**src/rtl/par2ser_lanes.sv**
```systemverilog
`default_nettype none
// ============================================================================
// Module   : par2ser_lanes
// Purpose  : Multi-lane parallel-to-serial converter with a one-word holding
//            register, shared bit counter and idle-symbol fill.
// Revision : 1.0
// ============================================================================
module par2ser_lanes #(
    parameter int               WIDTH     = 8,
    parameter int               LANES     = 1,
    parameter logic [WIDTH-1:0] IDLE      = 8'hBC,
    parameter bit               MSB_FIRST = 1'b1
) (
    input  logic                   clk_32f,
    input  logic                   reset,
    input  logic                   valid_in,
    input  logic [LANES*WIDTH-1:0] data_in,
    output logic                   in_ready,
    output logic [LANES-1:0]       data_out,
    output logic                   word_start,
    output logic                   is_data
);

    localparam int                   c_CW       = (WIDTH > 1) ? $clog2(WIDTH) : 1;
    localparam logic [c_CW-1:0]      c_LAST     = c_CW'(WIDTH - 1);
    localparam logic [LANES*WIDTH-1:0] c_IDLE_ALL = {LANES{IDLE}};

    logic [c_CW-1:0]        r_cnt;
    logic [LANES*WIDTH-1:0] r_hold;
    logic                   r_hold_full;
    logic [LANES*WIDTH-1:0] r_shift;
    logic                   r_cur_is_data;

    logic                   w_at_end;
    logic                   w_accept;
    logic                   w_load;
    logic [c_CW-1:0]        w_idx;
    logic [LANES-1:0]       w_bits;

    assign w_at_end = (r_cnt == c_LAST);
    assign in_ready = reset && (!r_hold_full || w_at_end);
    assign w_accept = valid_in && in_ready;
    // A word is available at the boundary if it is already held or arrives now
    assign w_load   = r_hold_full || w_accept;
    assign w_idx    = MSB_FIRST ? (c_LAST - r_cnt) : r_cnt;

    generate
        for (genvar k = 0; k < LANES; k++) begin : g_lane
            logic [WIDTH-1:0] w_lane_word;
            assign w_lane_word = r_shift[k*WIDTH +: WIDTH];
            assign w_bits[k]   = w_lane_word[w_idx];
        end
    endgenerate

    always_ff @(posedge clk_32f) begin
        if (!reset) begin
            r_cnt         <= '0;
            r_hold        <= '0;
            r_hold_full   <= 1'b0;
            r_shift       <= c_IDLE_ALL;
            r_cur_is_data <= 1'b0;
            data_out      <= '0;
            word_start    <= 1'b0;
            is_data       <= 1'b0;
        end else begin
            data_out   <= w_bits;
            word_start <= (r_cnt == '0);
            is_data    <= r_cur_is_data;

            if (w_accept) begin
                r_hold <= data_in;
            end

            if (w_at_end) begin
                r_cnt <= '0;
                if (w_load) begin
                    r_shift       <= r_hold_full ? r_hold : data_in;
                    r_cur_is_data <= 1'b1;
                end else begin
                    r_shift       <= c_IDLE_ALL;
                    r_cur_is_data <= 1'b0;
                end
                // Hold stays full only when a new word replaces the one that drained
                r_hold_full <= w_accept && r_hold_full;
            end else begin
                r_cnt       <= r_cnt + c_CW'(1);
                r_hold_full <= r_hold_full || w_accept;
            end
        end
    end

endmodule
`default_nettype wire

```
**config.mk**
```make
export PLATFORM = sky130hd
export DESIGN_NAME = par2ser_lanes
export DESIGN_NICKNAME = d
export VERILOG_FILES = /design/src/rtl/par2ser_lanes.sv
export SDC_FILE = /design/constraint.sdc
export NUM_CORES = 1
export LEC_CHECK = 0
export ABC_AREA = 1
export CORE_MARGIN = 8
export CORE_UTILIZATION = 45
export DETAILED_ROUTE_END_ITERATION = 6
export GPL_TIMING_DRIVEN = 0
export PLACE_DENSITY = 0.74
export SLEW_MARGIN = 20
export SYNTH_ARGS = -nofsm -noshare
export SYNTH_HDL_FRONTEND = slang
export SYNTH_SLANG_ARGS = --single-unit
```
**constraint.sdc**
```tcl
create_clock -name clk_32f -period 3.6 [get_ports clk_32f]
set_clock_uncertainty 0.1 [all_clocks]
set_input_delay 0.54 -clock clk_32f [delete_from_list [all_inputs] [get_ports clk_32f]]
set_output_delay 0.54 -clock clk_32f [all_outputs]
set_load 0.005 [all_outputs]
```
==> results.sh, run 1 <==
export IMPL_vias=901
export IMPL_clockPowerShare=0.239
export IMPL_synth_cells=146
export IMPL_synth_seq_area_share=0.4615
export IMPL_drv_slew=0
export IMPL_path_max_fanout=7
export IMPL_place_congestion=0.8510
export IMPL_cp_arrival_ns=1.94
export IMPL_post_route_min_period_ns=2.582
export IMPL_syn_to_final_growth_pct=18.99
export IMPL_die_area_um2=4108
export IMPL_worstPathCellList="ha_1 > ha_1 > inv_1 > a21oi_1 > clkdlybuf4s50_1"
export IMPL_ios=15
export IMPL_clockBufferDepth=2
export IMPL_holdBufCountCts=0
export IMPL_start_kind="flop"
export IMPL_grt_pass1_wl_um=3532
export IMPL_path_class="reg -> out"
export IMPL_wirelength_um=2019
export IMPL_hold_ws_ns=0.3395
export IMPL_grt_antenna_before_repair=0
export IMPL_pwr_share_seq=0.619
export IMPL_dp_hpwl_um=1609
export IMPL_num_rows=17
export IMPL_fp_dieW_um=64.10
export IMPL_switchingPower_mw=0.1130
export IMPL_antenna_cells=0
export IMPL_peakVddDrop_mv=0.2445
export IMPL_grt_max_degree=13
export IMPL_yosys_warnings=0
export IMPL_synth_top_family_by_area="simple AND/OR/NAND/NOR gates"
export IMPL_ant_nets=0
export IMPL_power_leakage_nw=0.6054
export IMPL_swShare=0.2445
export IMPL_die_height_um=64.10
export IMPL_finalSetupViolCount=0
export IMPL_slowest_stage="clkdlybuf4s50_1"
export IMPL_cap_violations=0
export IMPL_min_path_type="reg -> reg"
export IMPL_rsz0062_at_grt="false"
export IMPL_cts_buffers_inserted=3
export IMPL_fin_nets=179
export IMPL_grt_util_all_layers=0.1046
export IMPL_cts_sinks=24
export IMPL_cts_resized=0
export IMPL_drive_above_1_share=0.07975
export IMPL_avgRoutedWirePerCell_um=10.57
export IMPL_core_area_um2=2191
export IMPL_fmax_mhz=387.3
export IMPL_synth_top_area_share=0.4615
export IMPL_grt_pass1_vias=877
export IMPL_period_share=0.7172
export IMPL_synth_area_leaders="dfxtp_1 (46%), nand2_1 (13%), inv_1 (7.6%), nor2_1 (5.8%), a21oi_1 (4.8%)"
export IMPL_synth_compound_area_frac=0.09615
export IMPL_yosys_area_share_adder=0.03606
export IMPL_initialDrtViolationCount=35
export IMPL_syn_area_per_cell_um2=7.130
export IMPL_syn_num_nets=160
export IMPL_relSlewSlack=0.7089
export IMPL_fin_tns_setup_ns=0
export IMPL_clk_latency_ns=0.30
export IMPL_crit_top_cell="ha_1"
export IMPL_drtPass1Iterations=4
export IMPL_synth_distinct_cells=18
export IMPL_numPortBuffers=14
export IMPL_cp_end_kind="primary output"
export IMPL_finalHoldViolCount=0
export IMPL_critPathMaxStageDelay_ns=0.52
export IMPL_drc_errors=0
export IMPL_synth_area_leader_cell="dfxtp_1"
export IMPL_status="complete, no violations"
export IMPL_worstMarginPinSlew_ns=0.4362
export IMPL_cts_tree="built"
export IMPL_finish_utilization=0.5654
export IMPL_start_util=0.4752
export IMPL_synth_xor_area_share=0
export IMPL_overflow=0
export IMPL_combPwrFrac=0.142
export IMPL_p_total_mw=0.4624
export IMPL_synth_mux_area_frac=0
export IMPL_syn_area_um2=1041
export IMPL_cts_setup_buffers=0
export IMPL_clock_root_buffer="clkbuf_4"
export IMPL_crit_required_ns=2.96
export IMPL_htreeDepth=1
export IMPL_vias_per_cell=4.717
export IMPL_synth_seq_cells=24
export IMPL_p_per_area_nw_per_um2=373.3
export IMPL_fillers=208
export IMPL_path_clk_slew_ns=0.12
export IMPL_synth_simple_gate_area_share=0.2981
export IMPL_p_int_mw=0.3494
==> synth_stat cells <==
cell type and n:
a21oi_1 10, buf_2 3, nor2_1 16, nand4_1 3, buf_6 1, nor3_1 1, nand2_1 37, inv_1 21
or2_0 1, inv_2 2, ha_1 3, dfxtp_1 24, nor2_2 1, nor3b_1 1, o21ai_0 10, nand3_1 9
nand3_2 1, nand2_2 2
==> layout by cell type, fill, tap and decap left out, drive strengths merged <==
cell type and instances:
a21oi 10, buf 4, clkbuf 3, clkdlybuf4s50 14
dfxtp 24, ha 3, inv 23, nand2 39
nand3 10, nand4 3, nor2 17, nor3 1
nor3b 1, o21ai 10, or2 1
==> path summary, 6_finish.rpt <==
kind | slack (ns) | depth (start not counted) | start | to
worst max-delay path | 1.02 | 5 | r_cnt[0] | in_ready
worst max register to register | 1.88 | 8 | r_cnt[0] | r_hold[3]
worst min-delay path | 0.34 | 2 | r_cur_is_data | is_data
worst min register to register | 0.34 | 2 | r_cur_is_data | is_data
==> registers in the layout, summed over array words and instances, names as in the netlist <==
signal	cells
data_out	1
g_lane.w_lane_word	8
is_data	1
r_cnt	3
r_cur_is_data	1
r_hold	8
r_hold_full	1
word_start	1
==> cell type report <==
cell class              count  area (um2)  share of cell area
plain buffers               4       26.28             0.02121
clock buffers               3       22.52             0.01818
inverters                  23       86.33             0.06970
multi-input cells          95       447.9              0.3616
flip-flops and latches     24       480.5              0.3879
well taps                  28       35.03             0.02828
repair buffers             14       140.1              0.1131
==> logic make-up (layout without fill, tap and decap cells) <==
| kind of cell | Yosys count | after routing |
|---|---|---|
| simple gates | 72 | 72 |
| compound gates | 20 | 20 |
| flops | 24 | 24 |
| buf+inv | 27 | 44 |
| fa+ha+maj | 3 | 3 |
==> per-stage QoR <==
| step | area [um2] | std cells | worst slack, ns |
|---|---|---|---|
| CTS | 1239 | 191 | 0.9945 |
| global placement | 1216 | 188 | 1.090 |
| floorplan | 1041 | 146 | 1.978 |
| detailed placement | 1216 | 188 | 1.081 |
| finish | 1239 | 191 | 1.018 |
| global route | 1239 | 191 | 0.8541 |
==> critical path: cells and delay by family, from the launching register on <==
kind	cells	cell delay, ns
AO/OA/AOI/OAI	1	0.13
adder cells (fa/ha/maj)	2	0.43
buffers and inverters	2	0.62
flip-flops	1	0.46
==> power groups by stage <==
stage | logic (mW) | clock network [mW] | registers [mW]
2_1_floorplan | 0.0376 | 0 | 0.291
3_3_place_gp | 0.0641 | 0 | 0.292
3_5_place_dp | 0.0661 | 0 | 0.292
4_1_cts | 0.0663 | 0.116 | 0.286
5_1_grt | 0.0755 | 0.123 | 0.288
6_report | 0.0656 | 0.111 | 0.286
==> per-layer routing <==
layer | global-route usage | wire, um | up-vias
met5 | 0 | 0 | -
met4 | 0.05722 | 38 | 0
met3 | 0.03136 | 79 | 4
met2 | 0.1844 | 991 | 11
met1 | 0.1087 | 910 | 394
li1 | - | - | 492
(Power assumes the default switching activity.)
==> run 2, diff against run 1 <==
- clock period: 3.6 -> 2.5 ns (I/O delays scaled with it)
==> results.sh, run 2 (synthesized netlist as in run 1, its figures left out) <==
export IMPL_status="complete, no violations"
export IMPL_p_per_area_nw_per_um2=537.4
export IMPL_clock_root_buffer="clkbuf_4"
export IMPL_path_delay_family="buffers and inverters"
export IMPL_clk_latency_ns=0.30
export IMPL_num_rows=17
export IMPL_dp_hpwl_um=1609
export IMPL_place_congestion=0.8510
export IMPL_post_route_min_period_ns=2.338
export IMPL_crit_required_ns=2.03
export IMPL_path_class="reg -> out"
export IMPL_min_path_type="reg -> reg"
export IMPL_grt_pass1_wl_um=3532
export IMPL_grt_pass1_vias=877
export IMPL_vias=903
export IMPL_ios=15
export IMPL_drtPass1Iterations=4
export IMPL_numPortBuffers=14
export IMPL_vias_per_cell=4.728
export IMPL_ant_nets=0
export IMPL_path_max_fanout=7
export IMPL_postLayoutCellArea_um2=1240
export IMPL_cap_violations=0
export IMPL_final_common_cell="nand2_1"
export IMPL_cts_setup_buffers=0
export IMPL_grt_util_all_layers=0.1046
export IMPL_power_leakage_nw=0.6055
export IMPL_overflow=0
export IMPL_crit_top_cell="ha_1"
export IMPL_fillers=211
export IMPL_rsz0062_at_grt="false"
export IMPL_cp_arrival_ns=1.86
export IMPL_cts_sinks=24
export IMPL_fmax_mhz=427.7
export IMPL_die_area_um2=4108
export IMPL_avgRoutedWirePerCell_um=10.62
export IMPL_grt_max_degree=13
export IMPL_die_height_um=64.10
export IMPL_finalHoldViolCount=0
export IMPL_worstMarginPinSlew_ns=0.4364
export IMPL_placed_area_um2=1216
export IMPL_drc_errors=0
export IMPL_layout_common_cells="nand2_1 (37), dfxtp_1 (23), inv_1 (21)"
export IMPL_fin_tns_setup_ns=0
export IMPL_syn_to_final_growth_pct=19.11
export IMPL_clockBufferDepth=2
export IMPL_initialDrtViolationCount=36
export IMPL_relSlewSlack=0.7088
export IMPL_antenna_cells=0
export IMPL_cts_buffers_inserted=3
export IMPL_drv_slew=0
export IMPL_fp_dieW_um=64.10
export IMPL_period_share=0.9352
export IMPL_peakVddDrop_mv=0.3523
export IMPL_fin_nets=179
export IMPL_dp_cells=188
export IMPL_cp_end_kind="primary output"
export IMPL_core_area_um2=2191
export IMPL_cts_tree="built"
export IMPL_wirelength_um=2029
export IMPL_slowest_stage="clkdlybuf4s50_1"
export IMPL_critPathMaxStageDelay_ns=0.52
export IMPL_worst_path_buf_inv=2
export IMPL_worstPathCellList="ha_1 > ha_1 > inv_1 > a21oi_1 > clkdlybuf4s50_1"
export IMPL_start_kind="flop"
export IMPL_htreeDepth=1
export IMPL_grt_antenna_before_repair=0
export IMPL_start_util=0.4752
export IMPL_path_clk_slew_ns=0.12
export IMPL_p_total_mw=0.6664
export IMPL_drive_above_1_share=0.08589
export IMPL_stdcell_count=191
export IMPL_finalSetupViolCount=0
run 2: worst paths after layout:
path / startpoint / end / slack [ns] / cells past startpoint
worst min register to register: r_cur_is_data / is_data / 0.34 / 2
worst min-delay path: r_cur_is_data / is_data / 0.34 / 2
worst max register to register: r_cnt[0] / r_hold[3] / 0.86 / 8
worst max-delay path: r_cnt[0] / in_ready / 0.16 / 5
run 2: metal layers:
metal	routed length (um)	global-route usage
met1	910	0.1087
met2	1001	0.1844
met3	79	0.03136
met4	38	0.05722
met5	0	0
run 2: worst reg2reg max path, delay by kind of cell (launching register included):
kind                       cells  cell delay [ns]
AOI/OAI and AO/OA              1             0.08
and+or+nand+nor                3             0.27
adders and majority gates      2             0.40
buffers and inverters          2             0.27
DFF                            1             0.41
run 2: where the power goes:
| group | internal [mW] | switching (mW) | total [mW] |
|---|---|---|---|
| combinational | 0.0467 | 0.0477 | 0.0944 |
| clock | 0.0562 | 0.103 | 0.160 |
| sequential | 0.401 | 0.0119 | 0.412 |
| total | 0.503 | 0.163 | 0.666 |
run 2: area by class of cell:
cell class                 count  area [um2]  share of cell area
timing repair buffer          14       140.1              0.1130
buffer                         4       26.28             0.02119
sequential                    24       481.7              0.3885
clock buffer                   3       22.52             0.01816
tap                           28       35.03             0.02825
inverter                      23       86.33             0.06963
multi-input combinational     95       447.9              0.3613
run 2: through the flow:
stage               setup slack (ns)  hold WS, ns    util
floorplan                     0.9894       0.3071       -
finish                        0.1620       0.3395  0.5660
global placement              0.3197       0.3158  0.5551
CTS                          0.05947       0.3428  0.5654
global route                 0.02036       0.3656  0.5660
detailed placement            0.3113       0.3247  0.5551
run 2: timing repair:
action	CTS	global route
hold buffers	0	0
endpoints found under the hold margin	0	0
endpoints found under the setup margin	0	1
resized for setup	0	1
==> run 3, diff against run 2 <==
- PLACE_DENSITY: 0.74 -> 0.67
==> results.sh, run 3 (synthesized netlist as in run 1, its figures left out) <==
export IMPL_status="complete, no violations"
export IMPL_peakVddDrop_mv=0.4353
export IMPL_fp_dieW_um=64.10
export IMPL_post_route_min_period_ns=2.341
export IMPL_hold_path_startpoint="r_cur_is_data"
export IMPL_fmax_mhz=427.2
export IMPL_cts_sinks=24
export IMPL_final_common_cell="nand2_1"
export IMPL_clk_latency_ns=0.32
export IMPL_vias=934
export IMPL_start_util=0.4752
export IMPL_vias_per_cell=4.865
export IMPL_grt_pass1_wl_um=3732
export IMPL_p_per_area_nw_per_um2=619.7
export IMPL_finalHoldViolCount=0
export IMPL_ff2ff_setup_slack_ns=0.83
export IMPL_drv_slew=0
export IMPL_grt_util_all_layers=0.1092
export IMPL_crit_required_ns=2.03
export IMPL_r2r_start="r_cnt[1]"
export IMPL_r2r_cells=7
export IMPL_num_rows=17
export IMPL_fin_nets=179
export IMPL_core_area_um2=2191
export IMPL_numPortBuffers=14
export IMPL_clockBufferDepth=2
export IMPL_fin_tns_setup_ns=0
export IMPL_path_delay_family="buffers and inverters"
export IMPL_ios=15
export IMPL_worstMarginPinSlew_ns=0.3964
export IMPL_min_path_cells=2
export IMPL_htreeDepth=1
export IMPL_period_share=0.9363
export IMPL_path_clk_slew_ns=0.13
export IMPL_die_area_um2=4108
export IMPL_syn_to_final_growth_pct=22.00
export IMPL_grt_max_degree=15
export IMPL_clock_root_buffer="clkbuf_4"
export IMPL_met2_usage=0.2045
export IMPL_relSlewSlack=0.7354
export IMPL_finalSetupViolCount=0
export IMPL_dp_cells=188
export IMPL_crit_top_cell="ha_1"
export IMPL_worstPathCellList="ha_1 > ha_1 > inv_1 > a21oi_1 > clkdlybuf4s50_1"
export IMPL_grtUsageMet3=0.02265
export IMPL_grt_pass1_vias=946
export IMPL_gr_max_usage_layer="met2"
export IMPL_power_leakage_nw=0.6197
export IMPL_path_max_fanout=4
export IMPL_slowest_stage="clkdlybuf4s50_1"
export IMPL_rsz0062_at_grt="false"
export IMPL_fin_ws_ns=0.1592
export IMPL_dp_hpwl_um=1591
export IMPL_worst_path_buf_inv=2
export IMPL_cts_buffers_inserted=3
export IMPL_critPathMaxStageDelay_ns=0.51
export IMPL_pre_cts_ws_ns=0.3271
export IMPL_holdBufCountCts=0
export IMPL_reg2reg_to="g_lane[0].w_lane_word[4]"
export IMPL_grt_antenna_before_repair=0
export IMPL_overflow=0
export IMPL_layout_common_cells="nand2_1 (37), dfxtp_1 (23), inv_1 (21)"
export IMPL_wirelength_um=2085
export IMPL_stdcell_count=192
export IMPL_drive_above_1_share=0.09146
export IMPL_antenna_cells=0
export IMPL_cts_setup_buffers=0
export IMPL_cp_arrival_ns=1.87
export IMPL_place_congestion=0.7454
export IMPL_grt_use_met1=0.1138
export IMPL_avgRoutedWirePerCell_um=10.86
export IMPL_cap_violations=0
export IMPL_die_height_um=64.10
export IMPL_hold_path_end="is_data"
export IMPL_path_class="reg -> out"
export IMPL_drc_errors=0
export IMPL_drtPass1Iterations=4
export IMPL_min_path_type="reg -> reg"
export IMPL_initialDrtViolationCount=21
export IMPL_cts_tree="built"
export IMPL_cp_end_kind="primary output"
export IMPL_start_kind="flop"
export IMPL_ant_nets=0
==> run 3: cell count changes in the layout (fill, tap and decap cells not counted), sizes merged <==
cell	delta
bufinv	+1
==> run 3: repair_timing <==
action                                 CTS  global route
setup endpoints to repair                0             1
resized for setup                        0             1
endpoints found under the hold margin    0             0
==> run 3: cell type report <==
class / count / area, um2
timing repair buffer: 14 / 140.1
clock inverter: 1 / 30.03
clock buffer: 3 / 22.52
fill: 226 / 920.9
tap: 28 / 35.03
sequential: 24 / 481.7
multi-input combinational: 95 / 447.9
buffer: 4 / 26.28
inverter: 23 / 86.33
==> run 3: report_power, final <==
group | leakage (nW) | total (mW) | switching (mW) | internal (mW)
registers | 0.196 | 0.413 | 0.0123 | 0.401
logic | 0.395 | 0.0942 | 0.0476 | 0.0466
clock network | 0.0279 | 0.280 | 0.118 | 0.162
total | 0.620 | 0.787 | 0.178 | 0.609
==> run 3: worst max path at each step <==
stage             start                        to  slack [ns]  cells past startpoint
2_1_floorplan  r_cnt[0]  g_lane[0].w_lane_word[2]        0.99                      7
3_3_place_gp      reset                  in_ready        0.33                      4
3_5_place_dp      reset                  in_ready        0.33                      4
4_1_cts        r_cnt[0]                  in_ready        0.06                      5
5_1_grt        r_cnt[1]                  in_ready        0.04                      5
6_report       r_cnt[1]                  in_ready        0.16                      5
==> run 3: worst register-to-register path, stage by stage (launching register included) <==
cell and delay (ns):
dfxtp_1 0.41, ha_1 0.18, ha_1 0.23, nand2_2 0.10
or2_0 0.22, buf_2 0.15, nor2_1 0.12, a21oi_1 0.05
==> run 3: per-stage QoR <==
| stage | power (mW) | hold slack, ns | area (um2) | utilization |
|---|---|---|---|---|
| final | 0.7869 | 0.3491 | 1270 | 0.5797 |
| after global routing | 0.8228 | 0.3829 | 1270 | 0.5797 |
| after CTS | 0.7942 | 0.3552 | 1269 | 0.5791 |
| after detailed placement | 0.5166 | 0.3367 | 1216 | 0.5551 |
| after global placement | 0.5135 | 0.3171 | 1216 | 0.5551 |
| after floorplan | 0.4732 | 0.3071 | 1041 | - |
==> run 3: routing by layer <==
layer	wire [um]	part of all wire	vias to the layer above
met5	0	0	-
met4	27	0.013	0
met3	59	0.028	4
met2	1039	0.50	15
met1	958	0.46	422
li1	-	-	493
